<file path="src/rtl/tqvp_sample_fifo.sv">
// ============================================================================
//  Module   : tqvp_sample_fifo
//  Brief    : 8-bit sample FIFO between the SPI register bus and the FIR.
//             Optional macro TQVP_FIFO_STATS_EN adds a dropped-sample counter
//             readable at address 0x4.
//  Revision : 1.0 - initial release
// ============================================================================
`default_nettype none

module tqvp_sample_fifo #(
    parameter int DEPTH = 8
) (
    input  logic       clk,
    input  logic       rst,
    input  logic [3:0] address,
    input  logic [7:0] data_in,
    input  logic       data_write,
    output logic [7:0] data_out,
    output logic [7:0] smp_data,
    output logic       smp_valid,
    input  logic       smp_ready,
    output logic       fifo_full,
    output logic       fifo_empty
);

    localparam int PTR_W = (DEPTH > 1) ? $clog2(DEPTH) : 1;
    localparam int CNT_W = PTR_W + 1;

    localparam logic [CNT_W-1:0] C_DEPTH     = CNT_W'(DEPTH);
    localparam logic [3:0]       ADDR_DATA   = 4'h0;
    localparam logic [3:0]       ADDR_STATUS = 4'h1;
    localparam logic [3:0]       ADDR_COUNT  = 4'h2;
    localparam logic [3:0]       ADDR_CTRL   = 4'h3;
    localparam logic [3:0]       ADDR_STATS  = 4'h4;

    // ------------------------------------------------------------------
    // State
    // ------------------------------------------------------------------
    logic [7:0]       mem_q [0:DEPTH-1];
    logic [PTR_W-1:0] wptr_q,   wptr_d;
    logic [PTR_W-1:0] rptr_q,   rptr_d;
    logic [CNT_W-1:0] count_q,  count_d;
    logic             full_q,   full_d;
    logic             empty_q,  empty_d;
    logic             ovf_q,    ovf_d;
    logic             out_en_q, out_en_d;

    // ------------------------------------------------------------------
    // Bus decode and handshake
    // ------------------------------------------------------------------
    logic w_wr_data;
    logic w_wr_status;
    logic w_wr_ctrl;
    logic w_flush;
    logic w_ovf_clr;
    logic w_valid;
    logic w_pop;
    logic w_push;
    logic w_drop;

    assign w_wr_data   = data_write && (address == ADDR_DATA);
    assign w_wr_status = data_write && (address == ADDR_STATUS);
    assign w_wr_ctrl   = data_write && (address == ADDR_CTRL);
    assign w_flush     = w_wr_status && data_in[0];
    assign w_ovf_clr   = w_wr_status && data_in[7];

    // Outputs are forced to their cleared values while rst is held so the
    // consumer never sees a stale sample during reset.
    assign w_valid = out_en_q && !empty_q && !rst;
    assign w_pop   = w_valid && smp_ready;
    // A pop in the same cycle frees the slot, so a write to a full FIFO still lands.
    assign w_push  = w_wr_data && (!full_q || w_pop);
    assign w_drop  = w_wr_data && full_q && !w_pop;

    // ------------------------------------------------------------------
    // Next-state logic
    // ------------------------------------------------------------------
    always_comb begin
        wptr_d   = wptr_q;
        rptr_d   = rptr_q;
        count_d  = count_q;
        ovf_d    = ovf_q;
        out_en_d = out_en_q;

        if (w_flush) begin
            wptr_d  = '0;
            rptr_d  = '0;
            count_d = '0;
        end else begin
            if (w_push) begin
                wptr_d = wptr_q + 1'b1;
            end
            if (w_pop) begin
                rptr_d = rptr_q + 1'b1;
            end
            case ({w_push, w_pop})
                2'b10:   count_d = count_q + 1'b1;
                2'b01:   count_d = count_q - 1'b1;
                default: count_d = count_q;
            endcase
        end

        // A new overflow beats a clear issued in the same cycle.
        if (w_drop) begin
            ovf_d = 1'b1;
        end else if (w_ovf_clr) begin
            ovf_d = 1'b0;
        end

        if (w_wr_ctrl) begin
            out_en_d = data_in[0];
        end

        full_d  = (count_d == C_DEPTH);
        empty_d = (count_d == '0);
    end

    always_ff @(posedge clk) begin
        if (rst) begin
            wptr_q   <= '0;
            rptr_q   <= '0;
            count_q  <= '0;
            full_q   <= 1'b0;
            empty_q  <= 1'b1;
            ovf_q    <= 1'b0;
            out_en_q <= 1'b0;
        end else begin
            wptr_q   <= wptr_d;
            rptr_q   <= rptr_d;
            count_q  <= count_d;
            full_q   <= full_d;
            empty_q  <= empty_d;
            ovf_q    <= ovf_d;
            out_en_q <= out_en_d;
        end
    end

    // Sample storage carries no reset; occupancy alone defines what is valid.
    always_ff @(posedge clk) begin
        if (!rst && w_push && !w_flush) begin
            mem_q[wptr_q] <= data_in;
        end
    end

    // ------------------------------------------------------------------
    // Dropped-sample statistics
    // ------------------------------------------------------------------
    logic [7:0] w_stats_rd;

`ifdef TQVP_FIFO_STATS_EN
    logic [7:0] drop_cnt_q, drop_cnt_d;

    always_comb begin
        drop_cnt_d = drop_cnt_q;
        if (w_ovf_clr) begin
            drop_cnt_d = 8'h00;
        end else if (w_drop && (drop_cnt_q != 8'hFF)) begin
            drop_cnt_d = drop_cnt_q + 8'h01;
        end
    end

    always_ff @(posedge clk) begin
        if (rst) begin
            drop_cnt_q <= 8'h00;
        end else begin
            drop_cnt_q <= drop_cnt_d;
        end
    end

    assign w_stats_rd = rst ? 8'h00 : drop_cnt_q;
`else
    assign w_stats_rd = 8'h00;
`endif

    // ------------------------------------------------------------------
    // Read-back and consumer outputs
    // ------------------------------------------------------------------
    logic [CNT_W-1:0] w_count_vis;
    logic             w_full_vis;
    logic             w_empty_vis;
    logic             w_ovf_vis;
    logic             w_out_en_vis;
    logic [7:0]       w_head;

    assign w_count_vis  = rst ? '0 : count_q;
    assign w_full_vis   = full_q & ~rst;
    assign w_empty_vis  = empty_q | rst;
    assign w_ovf_vis    = ovf_q & ~rst;
    assign w_out_en_vis = out_en_q & ~rst;
    assign w_head       = mem_q[rptr_q];

    always_comb begin
        data_out = 8'h00;
        case (address)
            ADDR_DATA:   data_out = w_empty_vis ? 8'h00 : w_head;
            ADDR_STATUS: data_out = {w_ovf_vis, 5'b00000, w_full_vis, w_empty_vis};
            ADDR_COUNT:  data_out = {{(8-CNT_W){1'b0}}, w_count_vis};
            ADDR_CTRL:   data_out = {7'b0000000, w_out_en_vis};
            ADDR_STATS:  data_out = w_stats_rd;
            default:     data_out = 8'h00;
        endcase
    end

    assign smp_data   = w_head;
    assign smp_valid  = w_valid;
    assign fifo_full  = w_full_vis;
    assign fifo_empty = w_empty_vis;

endmodule

`default_nettype wire

</file>
<file path="config.mk">
export PLATFORM = sky130hd
export DESIGN_NAME = tqvp_sample_fifo
export DESIGN_NICKNAME = d
export VERILOG_FILES = /design/src/rtl/tqvp_sample_fifo.sv
export SDC_FILE = /design/constraint.sdc
export NUM_CORES = 1
export LEC_CHECK = 0
export BUFFER_PORTS_ARGS = -buffer_cell sky130_fd_sc_hd__buf_2
export CAP_MARGIN = 20
export CORE_UTILIZATION = 52
export DETAILED_ROUTE_END_ITERATION = 10
export PLACE_DENSITY = 0.69
export SETUP_SLACK_MARGIN = 0.5
export SYNTH_ARGS = -nofsm -noshare
export SYNTH_HDL_FRONTEND = slang
export SYNTH_SLANG_ARGS = --single-unit
</file>
<file path="constraint.sdc">
create_clock -name clk -period 5.9 [get_ports clk]
set_input_delay 0.295 -clock clk [delete_from_list [all_inputs] [get_ports clk]]
set_output_delay 0.295 -clock clk [all_outputs]
set_load 0.005 [all_outputs]
</file>
==> out/results.ini, run 1 <==
[run_status]
status = finished, final reports clean

[clock_tree]
post_cts_buffers = 0
cts-root-buf = clkbuf_8
path_clk_slew_ns = 0.09
cts_repair_resize_count = 0
cts.sinks = 81
cts_buffers = 9
clk_path_buf_depth = 2
cts_hold_repair.buffers = 0
ctsHtreeMaxLevel = 3
cts_tree = built
clock_latency_ns = 0.35

[floorplanning]
core_area_um2 = 6350
chipWidth_um = 83.08
die-area_um2 = 6901
die_h_um = 83.08
start_util_pct = 53.83
rows = 29
ios = 35

[synth]
ys_warn_count = 0
synth_flop_cell = edfxtp_1
ys_ff_latch = 81
synth_edf_count = 64
avgSynthCellArea_um2 = 16.28
netlist_instances = 210
seq_area_frac_synth_pct = 66.18
netlist_area_um2 = 3418
synth_async_sr_flop_share_pct = 0
syn-num-nets = 231
yosysUniqueCellTypes = 40

[power_and_ir_drop]
ir_worst_vdd_v = 0.0001972
power_mw = 1.051
power_leakage_nw = 1.369
power_per_cell_area_nw_per_um2 = 271.4

[global_route]
antenna_found_initial = 0
gr-usage-all-layers_pct = 20.70
grt_pass1_vias = 1940
grt_pass1_wl_mm = 10.34
grt_max_degree = 17
overflow = 0

[routing]
wl_per_cell_um = 19.68
vias_per_cell = 5.784
vias = 1903
ant_nets = 0
drt-initial-drc-count = 91
drc = 0
drt-total-wl_mm = 6.476
drt-pass1-iter-count = 4

[min_path]
hold_path.class = in -> reg

[timing]
slew_viol_final = 0
relSlewSlack_pct = 36.89
setup_viol = 0
skew_ns = 0.009635
rsz0062_at_grt = no
hold_violations = 0
fin_crit_sh_pct = 47.09
fmax_mhz = 359.9
fin_tns_setup_ns = 0
layout_min_cycle_time_ns = 2.779
worst_pin_slew_ns = 0.9432

[critical_path]
worstPathMaxFanout = 7
cp_slowest_cell = a211oi_4
crit_arrival_ns = 3.05
cp-start-kind = flip-flop
path_buf_inv = 1
end_kind = flip-flop
cpPeakStageDelay_ns = 0.42
critPathKind = reg -> reg
critPathTopFamily = compound AO/OA/AOI/OAI gates
required_ns = 6.17
path_cells = nand4bb_4 > a211oi_4 > inv_2 > ha_1 > xor2_1 > ha_1 > a21oi_1 > mux2i_1 > xor2_1 > a32oi_1 > nor3_1

[place]
gp_congestion = 0.7552
place_hpwl_mm = 4.228
dpl.cell_count = 312
portBuffers = 34

[layout]
antenna_cells = 0
final_cell_mix = 64 x edfxtp_1, 34 x buf_2, 23 x nor2_1
syn_to_final_growth_pct = 13.29
fillCellCount = 463
drive_above_1_share_pct = 33.73
nets = 268
final_cell_count_no_fill = 329
post-route-util_pct = 60.99
layout_commonest_cell = edfxtp_1

[run]
cap_violations = 0

-- cell type report --
class	instances	area, um^2	area share, %
Inverter	4	15.01	0.3877
Tap cell	77	96.34	2.488
Multi-Input combinational cell	115	1092	28.21
Clock inverter	6	73.82	1.906
Timing Repair Buffer	36	205.2	5.299
Sequential cell	81	2262	58.42
Clock buffer	10	127.6	3.296
-- routing by layer --
layer | wire length [um] | GRT usage, % | vias to the layer above
li1 | - | - | 886
met1 | 3078 | 29.45 | 966
met2 | 3055 | 31.52 | 43
met4 | 101 | 6.583 | 0
met3 | 240 | 5.368 | 8
met5 | 0 | 0 | -
-- through the flow --
step                cell area, um^2  hold slack (ns)  setup slack, ns
finish                         3872           0.2170            3.121
global route                   3872           0.2075            2.881
CTS                            3845           0.2002            2.822
detailed placement             3643           0.4922            3.010
global placement               3643           0.4771            3.093
floorplan                      3418           0.3939            3.271
-- where the power goes --
group	switching, mW	internal [mW]
Combinational	0.0156	0.00939
Clock	0.208	0.202
Sequential	0.000973	0.615
-- final timing paths --
| check | slack, ns | endpoint | start | cells after the start |
|---|---|---|---|---|
| max reg2reg | 3.12 | full_q | empty_q | 11 |
| min | 0.22 | mem_q[7][1] | data_in[1] | 1 |
| max | 3.12 | full_q | empty_q | 11 |
| min reg2reg | 0.52 | ovf_q | ovf_q | 2 |
-- state kept, by name, summed over array words and instances (netlist names), named ones only --
register,count
out_en_q,1
count_q,4
ovf_q,1
empty_q,1
full_q,1
rptr_q,3
wptr_q,3
mem_q,64
-- worst register-to-register path: cells and delay by family, from the launching register on --
kind	cells	cell delay, ns
DFF	1	0.35
xor gates and xnor gates	2	0.43
and+or+nand+nor	2	0.45
AOI/OAI and AO/OA	3	0.66
muxes	1	0.23
buffers and inverters	1	0.10
adders and majority gates	2	0.48
-- cells by family after synthesis --
logic type | synth area share [%]
and+or+nand+nor | 8.968
xor gates and xnor gates | 2.050
DFF | 66.18
AOI/OAI and AO/OA | 4.319
adders and majority gates | 1.830
muxes | 14.64
buffers and inverters | 2.013
-- cell usage after synthesis (all sizes together), types with 2 or more instances --
master	n	share of area, %
mux4	16	11
clkbuf	5	0.55
buf	5	1.0
a32oi	2	0.51
nor2	23	2.5
mux2i	5	1.5
xor2	6	1.5
a211oi	2	0.81
or3	2	0.66
edfxtp	64	56
nand2	7	0.77
nor2b	2	0.37
mux2	8	2.6
a21oi	3	0.44
nor3	4	0.73
nor3b	4	0.88
ha	5	1.8
nand2b	3	0.55
a22o	4	1.0
nand3	3	0.44
a31o	2	0.51
dfxtp	17	10
inv	4	0.44
xnor2	2	0.51
and2	3	0.55
Power figures use the tool's default switching activity.
==> inputs of run 2 (changes only) <==
==> constraint.sdc (replaced) <==
create_clock -name clk -period 2.65 [get_ports clk]
set_input_delay 0.1325 -clock clk [delete_from_list [all_inputs] [get_ports clk]]
set_output_delay 0.1325 -clock clk [all_outputs]
set_load 0.005 [all_outputs]
==> run 2 against run 1 <==
Effect of this change:
- sequential cell count is the same
- first-iteration DRC count increased by 27%
- non-clock buffer count increased by 31
- worst hold slack got worse by 0.16 ns
- clock skew increased by 0.0012 ns
- worst setup slack worse by 2.8 ns
- critical endpoint is now empty_q
- highest routed layer unchanged
==> out/results.ini, run 2 (synthesis results as in run 1) <==
[power_and_ir_drop]
internal_power_mw = 1.826
pwr-share-seq_pct = 59.4
p_switching_uw = 478.6
power_per_cell_area_nw_per_um2 = 544.9
power_mw = 2.304
pwr-share-comb_pct = 2.7
clkPwrFrac_pct = 37.9
power_leakage_nw = 1.539
ir_worst_vdd_v = 0.0003862
swShare_pct = 20.77

[critical_path]
crit_arrival_ns = 2.53
required_ns = 2.89
cp-start-kind = flip-flop
critPathKind = reg -> reg
worstPathMaxFanout = 2
end_kind = flip-flop
rr_worst_depth = 11

[floorplanning]
die-area_um2 = 6901
core_area_um2 = 6350
ios = 35
start_util_pct = 53.83
die_h_um = 83.08
rows = 29
chipWidth_um = 83.08

[place]
portBuffers = 34
gp_congestion = 0.8457
place_hpwl_mm = 4.221

[layout]
regArea_um2 = 2272
drive_above_1_share_pct = 45.39
antenna_cells = 0
largest_register = mem_q
reg_top3 = mem_q: 64 flops, count_q: 4 flops
layout_commonest_cell = edfxtp_1
syn_to_final_growth_pct = 23.72
largest_reg_flops = 64
final_cell_mix = 64 x edfxtp_1, 33 x buf_2, 26 x buf_4
fillCellCount = 433
nets = 299
multi_input_area_um2 = 1167

[routing]
wl_per_cell_um = 18.12
drt-total-wl_mm = 6.505
ant_nets = 0
drt-initial-drc-count = 116
drc = 0
vias_per_cell = 5.579
drt-pass1-iter-count = 4
vias = 2003

[timing]
relSlewSlack_pct = 58.99
fmax_mhz = 436.7
layout_min_cycle_time_ns = 2.290
setup_viol = 0
hold_violations = 0
worst_pin_slew_ns = 0.6143
slew_viol_final = 0
rsz0062_at_grt = yes
skew_ns = 0.01083
fin_tns_setup_ns = 0
fin_crit_sh_pct = 86.41

[min_path]
hold_path.class = in -> reg
holdPathStages = 1

[global_route]
grt_pass1_vias = 1912
gr-usage-all-layers_pct = 20.30
grt_pass1_wl_mm = 10.18
antenna_found_initial = 0
overflow = 0
grt_max_degree = 16

[run_status]
status = finished, final reports clean

[run]
cap_violations = 0

[clock_tree]
cts_tree = built
ctsHtreeMaxLevel = 3
cts.sinks = 81
path_clk_slew_ns = 0.08
clk_path_buf_depth = 2
cts-root-buf = clkbuf_8
cts_buffers = 9
clock_latency_ns = 0.34

run 2: changes by cell type in the layout (fill, tap and decap cells not counted), sizes merged:
cell	delta
inv	-2
clkinv	+1
buf	+31
clkbuf	-1
clkinvlp	+1
run 2: cell type report:
type	count	share of cell area, %
multi-input cells	115	27.60
clock buffers	9	2.929
flip-flops and latches	81	53.73
repair buffers	67	11.45
inverters	4	0.4142
clock inverters	6	1.598
well taps	77	2.278
run 2: critical path, stage by stage, from the launching register on:
cell and delay (ns):
dfxtp_2 0.32, nand4bb_4 0.20, a211oi_4 0.26, inv_2 0.08, ha_4 0.17, xor2_1 0.16
ha_2 0.19, a21oi_2 0.11, mux2i_1 0.22, xor2_1 0.12, buf_4 0.15, a31o_4 0.20
run 2: worst paths after layout:
check	startpoint	end	slack, ns
setup / recovery	empty_q	empty_q	0.36
hold / removal	data_in[2]	mem_q[6][2]	0.06
setup reg to reg	empty_q	empty_q	0.36
hold reg to reg	ovf_q	ovf_q	0.53
run 2: through the flow:
step                      area, um^2  setup slack, ns  hold WS (ns)  instances  utilization (%)
final                           4229           0.3602       0.05885        359            66.60
after CTS                       4170           0.3421       0.03636        356            65.67
after detailed placement        3776           0.1839        0.4004        329            59.47
after global routing            4229           0.2349       0.04528        359            66.60
after global placement          3776           0.2578        0.4008        329            59.47
after floorplan                 3438           0.2471        0.2314        210                -
run 2: per-layer routing:
metal  vias to the layer above  share of wire (%)  global-route usage [%]
li1                        941                  -                       -
met1                      1013                 49                   28.93
met4                         0                2.0                   8.621
met2                        36                 47                   31.00
met5                         -                  0                       0
met3                        13                2.6                   3.777
run 2: timing repair:
| item | 4_1_cts | 5_1_grt |
|---|---|---|
| hold buffers | 0 | 0 |
| resized for setup | 22 | 10 |
| pin swaps | 12 | 10 |
| cloned | 1 | 0 |
| setup buffers | 11 | 3 |
| setup endpoints to repair | 19 | 44 |
run 2: power by group through the flow:
stage          combinational (mW)  clock (mW)  sequential, mW
3_3_place_gp               0.0558           0            1.40
3_5_place_dp               0.0570           0            1.40
2_1_floorplan              0.0250           0            1.40
5_1_grt                    0.0664       0.938            1.37
4_1_cts                    0.0608       0.883            1.37
6_report                   0.0615       0.874            1.37
